## config.mk

```make
export PLATFORM = sky130hd
export DESIGN_NAME = seq_mult_param
export DESIGN_NICKNAME = d
export VERILOG_FILES = /design/src/rtl/mult_pkg.sv /design/src/rtl/seq_mult_datapath.sv /design/src/rtl/seq_mult_param.sv
export SDC_FILE = /design/constraint.sdc
export NUM_CORES = 1
export LEC_CHECK = 0
export ABC_CLOCK_PERIOD_IN_PS = 2900
export CAP_MARGIN = 0
export CELL_PAD_IN_SITES_DETAIL_PLACEMENT = 0
export CELL_PAD_IN_SITES_GLOBAL_PLACEMENT = 1
export CORE_MARGIN = 1
export CORE_UTILIZATION = 41
export CTS_CLUSTER_DIAMETER = 80
export DETAILED_ROUTE_END_ITERATION = 7
export PLACE_DENSITY_LB_ADDON = 0.3
export SETUP_SLACK_MARGIN = 0.05
export SLEW_MARGIN = 20
export SYNTH_ARGS = -nofsm -noshare
export SYNTH_HDL_FRONTEND = slang
export SYNTH_SLANG_ARGS = --single-unit
export TNS_END_PERCENT = 30
```

## constraint.sdc

```tcl
create_clock -name clk -period 2.9 [get_ports clk]
set_clock_uncertainty 0.05 [all_clocks]
set_input_delay 0.29 -clock clk [delete_from_list [all_inputs] [get_ports clk]]
set_output_delay 0.29 -clock clk [all_outputs]
set_load 0.01 [all_outputs]
```

## src/rtl/mult_pkg.sv

```systemverilog
// Shared FSM encoding and operand-magnitude helper for the sequential multiplier.
package mult_pkg;

  localparam int ST_W = 2;

  localparam logic [ST_W-1:0] ST_IDLE = 2'd0;
  localparam logic [ST_W-1:0] ST_RUN  = 2'd1;
  localparam logic [ST_W-1:0] ST_FIX  = 2'd2;
  localparam logic [ST_W-1:0] ST_DONE = 2'd3;

  // Magnitude of a w-bit value held in the low bits of x when en is set, else raw.
  // -2^(w-1) maps to 2^(w-1), which still fits in w unsigned bits.
  function automatic logic [31:0] abs_w(input logic [31:0] x, input int w, input logic en);
    logic [31:0] mask;
    mask = (w >= 32) ? 32'hFFFF_FFFF : ((32'd1 << w) - 32'd1);
    if (en && x[w-1]) return (~x + 32'd1) & mask;
    return x & mask;
  endfunction

endpackage

```

## src/rtl/seq_mult_datapath.sv

```systemverilog
// Shift-add datapath: one add/shift per step, sign fix-up into the product register.
// No flow control of its own; load/step/fix strobes come from the controlling FSM.
module seq_mult_datapath
  import mult_pkg::*;
#(
  parameter int WIDTH = 8,
  parameter int CNT_W = $clog2(WIDTH + 1)
) (
  input  logic               clk,
  input  logic               rst_n,
  input  logic               load_i,
  input  logic               step_i,
  input  logic               fix_i,
  input  logic               signed_mode_i,
  input  logic [WIDTH-1:0]   a_i,
  input  logic [WIDTH-1:0]   b_i,
  output logic               last_o,
  output logic [2*WIDTH-1:0] product_o
);

  logic [2*WIDTH:0]   acc_q,   acc_d;
  logic [WIDTH-1:0]   mcand_q, mcand_d;
  logic [CNT_W-1:0]   cnt_q,   cnt_d;
  logic               neg_q,   neg_d;
  logic [2*WIDTH-1:0] prod_q,  prod_d;
  logic [WIDTH:0]     sum;

  always_comb begin
    acc_d   = acc_q;
    mcand_d = mcand_q;
    cnt_d   = cnt_q;
    neg_d   = neg_q;
    prod_d  = prod_q;
    // Upper half is WIDTH+1 bits so the carry of the add survives into the shift.
    sum     = acc_q[2*WIDTH:WIDTH] + (acc_q[0] ? {1'b0, mcand_q} : {(WIDTH+1){1'b0}});

    if (load_i) begin
      neg_d   = signed_mode_i & (a_i[WIDTH-1] ^ b_i[WIDTH-1]);
      mcand_d = WIDTH'(abs_w(32'(a_i), WIDTH, signed_mode_i));
      acc_d   = {{(WIDTH+1){1'b0}}, WIDTH'(abs_w(32'(b_i), WIDTH, signed_mode_i))};
      cnt_d   = '0;
    end else if (step_i) begin
      acc_d = {sum, acc_q[WIDTH-1:0]} >> 1;
      cnt_d = cnt_q + CNT_W'(1);
    end

    if (fix_i) begin
      prod_d = neg_q ? -acc_q[2*WIDTH-1:0] : acc_q[2*WIDTH-1:0];
    end
  end

  always_ff @(posedge clk) begin
    if (!rst_n) begin
      acc_q   <= '0;
      mcand_q <= '0;
      cnt_q   <= '0;
      neg_q   <= 1'b0;
      prod_q  <= '0;
    end else begin
      acc_q   <= acc_d;
      mcand_q <= mcand_d;
      cnt_q   <= cnt_d;
      neg_q   <= neg_d;
      prod_q  <= prod_d;
    end
  end

  assign last_o    = (cnt_q == CNT_W'(WIDTH - 1));
  assign product_o = prod_q;

endmodule

```

## src/rtl/seq_mult_param.sv

```systemverilog
// WIDTH x WIDTH sequential multiplier, unsigned or signed per op; WIDTH+2 cycles per op.
// start is a level request taken only when idle or in the final done cycle; never queued.
module seq_mult_param
  import mult_pkg::*;
#(
  parameter int WIDTH = 8
) (
  input  logic               clk,
  input  logic               rst_n,
  input  logic               start,
  input  logic               signed_mode,
  input  logic [WIDTH-1:0]   a,
  input  logic [WIDTH-1:0]   b,
  output logic               busy,
  output logic               done,
  output logic [2*WIDTH-1:0] product
);

  localparam int CNT_W = $clog2(WIDTH + 1);

  logic [ST_W-1:0] state_q, state_d;
  logic            load, step, fix, last;

  // A start sampled at the edge that closes DONE begins the next op directly,
  // giving one operation every WIDTH+2 cycles when start is held.
  assign load = start & ((state_q == ST_IDLE) | (state_q == ST_DONE));
  assign step = (state_q == ST_RUN);
  assign fix  = (state_q == ST_FIX);

  always_comb begin
    state_d = state_q;
    case (state_q)
      ST_IDLE: if (start) state_d = ST_RUN;
      ST_RUN:  if (last)  state_d = ST_FIX;
      ST_FIX:  state_d = ST_DONE;
      ST_DONE: state_d = start ? ST_RUN : ST_IDLE;
      default: state_d = ST_IDLE;
    endcase
  end

  always_ff @(posedge clk) begin
    if (!rst_n) state_q <= ST_IDLE;
    else        state_q <= state_d;
  end

  seq_mult_datapath #(
    .WIDTH(WIDTH),
    .CNT_W(CNT_W)
  ) u_dp (
    .clk          (clk),
    .rst_n        (rst_n),
    .load_i       (load),
    .step_i       (step),
    .fix_i        (fix),
    .signed_mode_i(signed_mode),
    .a_i          (a),
    .b_i          (b),
    .last_o       (last),
    .product_o    (product)
  );

  assign busy = (state_q != ST_IDLE);
  assign done = (state_q == ST_DONE);

endmodule

```

After elaboration in Yosys (flattened, before gate mapping):

Cells that the tools add are included.

* register bits after elaboration: 47
* logic and storage cells: 48

* mux-type cells: 16
* eq/ne operators: 6
* reductions and logical operators: 7
* bitwise operators: 7
* add/sub/neg operators: 5

Operators with widths (number)
* $mux 8: 7
* $add 8x1->8 const B: 2
* $mux 16: 1
* $neg 16->16: 1
* $not 8->8: 2
* $add 8x8->9: 1
* $pmux 2 s4: 1
* $mux 1: 5
* $add 4x1->4 const B: 1
* $eq 2x2->1 const B: 2
* $eq 4x3->1 const B: 1
* $mux 2: 2
* $reduce_bool 2->1: 2
* $and 1x1->1: 2
* $eq 2x1->1 const B: 1
* $logic_and 1x1->1: 2
* $logic_not 2->1: 1
* $ne 2x1->1 const B: 1
* $ne 2x2->1 const B: 1
* $reduce_and 2->1: 1
* $reduce_or 2->1: 1
* $not 1->1: 1
* $or 1x1->1: 1
* $xor 1x1->1: 1

Depth between registers and ports, before layout:

* word-level depth: 6
* mapped depth: 8
* gate-level depth less buffers: 7

Hierarchy:

From an unflattened synthesis, not the netlist that was laid out.

* cell total of the unflattened synthesis: 341
* area, all modules: 2849.0 um^2

Modules (own cells, without submodules)
* seq_mult_datapath: area each 2656.3 um^2, times used 1, cells each 321
* seq_mult_param: area each 192.7 um^2, times used 1, cells each 20

Worst setup path after synthesis:

Ideal clock, no wire load.

* path type: register to register
* start: register u_dp.acc_q[0]
* end: register u_dp.acc_q[13]
* required time: 2787 ps
* setup slack: 715 ps
* buffers on the path: 1
* arrival: 2073 ps
* stages on the path, launching flop included: 9
* period minus slack after synthesis: 2185 ps
* cells stage by stage: dfxtp_1 clkbuf_1 and2_1 ha_1 fa_1 a21o_1 a211o_1 a2111o_1 nand3_1

* word-level cells in the longest chain between the ends: 2

Ends and longest elaborated chain
* from (decl): RTL line seq_mult_datapath.sv:21 `logic [2*WIDTH:0] acc_q, acc_d;`
* from (signal assigned): RTL line seq_mult_datapath.sv:54 `acc_q <= '0;`
* from (signal assigned): RTL line seq_mult_datapath.sv:60 `acc_q <= acc_d;`
* $mux 8: RTL line seq_mult_datapath.sv:35 `sum = acc_q[2*WIDTH:WIDTH] + (acc_q[0] ? {1'b0, mcand_q} : {(WIDTH+1){1'b0}});`
* $add 8x8->9: RTL line seq_mult_datapath.sv:35

Every way passes these cells.
A chain may end at the register's enable or synchronous reset.

Worst setup path in the final report:

Ends and elaborated chain as after synthesis.

==> impl_metrics.env <==
export IMPL_layout_min_cycle_time_ps=2270
export IMPL_unrepaired_setup_endpoints_after_global_routing="no"
export IMPL_library_cell_with_the_highest_instance_count_after_synthesis="dfxtp_1"
export IMPL_synthesis_area_per_instance_sq_um=8.31
export IMPL_cts_hold_fix_buffers=0
export IMPL_portBuffers=37
export IMPL_setup_violations_final=0
export IMPL_synthTopCellsByArea="dfxtp_1 33%, ha_1 7.5%, a211oi_1 6.1%"
export IMPL_clock_tree_buffer_depth=2
export IMPL_regToRegEndpoint="u_dp.acc_q[13]$_SDFFE_PP0P_"
export IMPL_detailroute_via_count=2439
export IMPL_post_route_cells_drive_above_1_share=0.0461
export IMPL_gp_routability_congestion=0.854
export IMPL_netlist_instances=341
export IMPL_worstReg2RegStart="u_dp.acc_q[0]$_SDFFE_PN0P_"
export IMPL_yosys_warnings=0
export IMPL_hold_end="u_dp.mcand_q[0]$_SDFFE_PN0P_"
export IMPL_static_leakage_power_nw=1.34
export IMPL_setup_ws_ps=630
export IMPL_synth_main_ff_cell="dfxtp_1"
export IMPL_worstHoldPathCells=2
export IMPL_cp_end_kind="register"
export IMPL_row_count=29
export IMPL_design_portCount=38
export IMPL_fin_crit_sh=0.783
export IMPL_cts_resized_gates=0
export IMPL_numClockSinks=47
export IMPL_min_path_type="register to register"
export IMPL_peakVddDrop_v=0.000516
export IMPL_synth_top_cells_by_count="47 x dfxtp_1, 37 x nor2_1, 23 x a211oi_1, 21 x nand2_1, 17 x ha_1"
export IMPL_n_antenna_cell=0
export IMPL_synth_net_count=379
export IMPL_synth_seq_area_share=0.332
export IMPL_drc=0
export IMPL_slew_of_the_pin_with_the_lowest_slew_margin_ps=578
export IMPL_clock_tree_htree_level_count=2
export IMPL_worstPathArrival_ps=2460
export IMPL_synthDominantAreaCellType="dfxtp_1"
export IMPL_synth_enable_flop_cells=0
export IMPL_timing_worst_setup_path_type="register to register"
export IMPL_async_flop_share=0
export IMPL_cp_start_kind="register"
export IMPL_rr_worst_depth=7
export IMPL_cts_buffers=5
export IMPL_floorplan_die_width_um=85.1
export IMPL_worstSkewPairLatency_ps=300
export IMPL_power_density_nw_per_um2=827
export IMPL_pin_count_of_the_biggest_net_entering_global_routing=38
export IMPL_finalHoldViolCount=0
export IMPL_routedWlPerCell_um=13.4
export IMPL_cp_data_required_time_ps=3090
export IMPL_clk_pin_slew_ps=90
export IMPL_timing_reg2reg_setup_slack_ps=630
export IMPL_clock_tree_from_tritoncts="done"
export IMPL_dp_worst_setup_slack_ps=662
export IMPL_die_y_um=85.1
export IMPL_synth_seq_cells=47
export IMPL_outcome="complete, no violations"
export IMPL_fmax_ghz=0.441
export IMPL_detail_route_iter0_violations=128
export IMPL_antenna_left=0
export IMPL_cts_root_buf="clkbuf_8"
export IMPL_cts_repair_timing_setup_buffer_count=0
export IMPL_grt_pass1_wl_um=10200
export IMPL_max_cap_violations=0
export IMPL_synth_top_cell_area_share=0.332
export IMPL_final_net_count=406
export IMPL_groute_usage_overall=0.174
export IMPL_start_util=0.436
export IMPL_timing_final_max_slew_violations=0
export IMPL_grt_antenna_before_repair=0
export IMPL_dp_hpwl_um=4460
export IMPL_detail_route_wirelength_um=5980
export IMPL_hold_path_startpoint="u_dp.mcand_q[0]$_SDFFE_PN0P_"
export IMPL_critical_path_peak_fanout=11
export IMPL_globalRouteOverflowTotal=0
export IMPL_grt_pass1_vias=2224
export IMPL_area_growth_syn_to_layout_pct=18.9
export IMPL_drt_pass1_iter_count=4
export IMPL_synth_area_sq_um=2830
export IMPL_floorplan_die_area_sq_um=7250
export IMPL_core_area_sq_um=6490
export IMPL_setup_total_negative_slack_ps=0
export IMPL_viasPerCell=5.47
export IMPL_total_power_consumption_of_the_routed_design_w=0.00279
export IMPL_worst_slew_margin_rel=0.614
export IMPL_ys_types=44
==> metal layers <==
layer	routed length [um]	global-route usage	up-vias
met3	223	0.0292	7
met4	73	0.0462	0
li1	-	-	1294
met5	0	0	-
met2	2540	0.282	55
met1	3150	0.240	1083
==> how the worst max path moves through the flow <==
stage                                  endpoint  cells after the start                       start
finish              u_dp.acc_q[13]$_SDFFE_PP0P_                      7  u_dp.acc_q[0]$_SDFFE_PN0P_
global route        u_dp.acc_q[13]$_SDFFE_PP0P_                      7  u_dp.acc_q[0]$_SDFFE_PN0P_
CTS                 u_dp.acc_q[13]$_SDFFE_PP0P_                      7  u_dp.acc_q[0]$_SDFFE_PN0P_
detailed placement  u_dp.acc_q[13]$_SDFFE_PP0P_                      7  u_dp.acc_q[0]$_SDFFE_PN0P_
global placement    u_dp.acc_q[13]$_SDFFE_PP0P_                      7  u_dp.acc_q[0]$_SDFFE_PN0P_
floorplan           u_dp.acc_q[13]$_SDFFE_PP0P_                      8  u_dp.acc_q[0]$_SDFFE_PN0P_
==> registers in the layout, summed over array words and instances, names as in the netlist <==
signal          flops
u_dp.acc_q         16
u_dp.product_o     16
u_dp.mcand_q        8
u_dp.cnt_q          4
state_q             2
u_dp.neg_q          1
==> report_power, final <==
group          total, W  switching, W  internal (W)
clock network  0.000499      0.000220      0.000279
registers      0.000992      0.000160      0.000832
logic           0.00130      0.000709      0.000588
==> kinds of logic (layout without fill, tap and decap cells) <==
family / after synthesis / in the layout / synth area share
xor+xnor: 27 / 27 / 0.0834
compound gates: 92 / 92 / 0.227
mux: 8 / 8 / 0.0287
fa+ha+maj: 18 / 18 / 0.0821
simple gates: 115 / 115 / 0.201
flops: 47 / 47 / 0.332
buf+inv: 34 / 62 / 0.0455
==> through the flow <==
stage / instances / util / area (sq um) / hold WS [ps]
detailed placement: 438 / 0.501 / 3250 / 394
global placement: 438 / 0.501 / 3250 / 393
floorplan: 341 / - / 2830 / 376
CTS: 446 / 0.519 / 3370 / 407
finish: 446 / 0.519 / 3370 / 404
global route: 446 / 0.519 / 3370 / 422
==> layout make-up <==
cell class	instances	area (sq um)
timing repair buffer	41	400
clock inverter	2	35.0
clock buffer	6	82.6
fill	661	3120
tap	77	96.3
inverter	13	48.8
multi-input combinational	260	1770
sequential	47	941
==> worst max-delay path, cell delays in order (launching register included) <==
cell and delay [ps]:
dfxtp_1 380, and2_1 160, ha_1 220, fa_1 410, a21o_1 190, a211o_1 340, a2111o_1 380, nand3_1 70
==> cell usage in the layout (no fill, tap or decap), types with 5 or more instances in the layout <==
| master | n |
|---|---|
| nor2_1 | 37 |
| inv_1 | 13 |
| nor3_1 | 7 |
| o21ai_0 | 14 |
| nor2b_1 | 6 |
| clkbuf_8 | 6 |
| ha_1 | 17 |
| and2_1 | 9 |
| or3_1 | 7 |
| xnor2_1 | 11 |
| clkdlybuf4s50_1 | 37 |
| dfxtp_1 | 47 |
| a21oi_1 | 16 |
| a211oi_1 | 23 |
| nand2_1 | 21 |
| a31oi_1 | 6 |
| nand3_1 | 8 |
| o41ai_1 | 5 |
| xor2_1 | 16 |
| mux2i_1 | 7 |
Power figures use the tool's default switching activity.
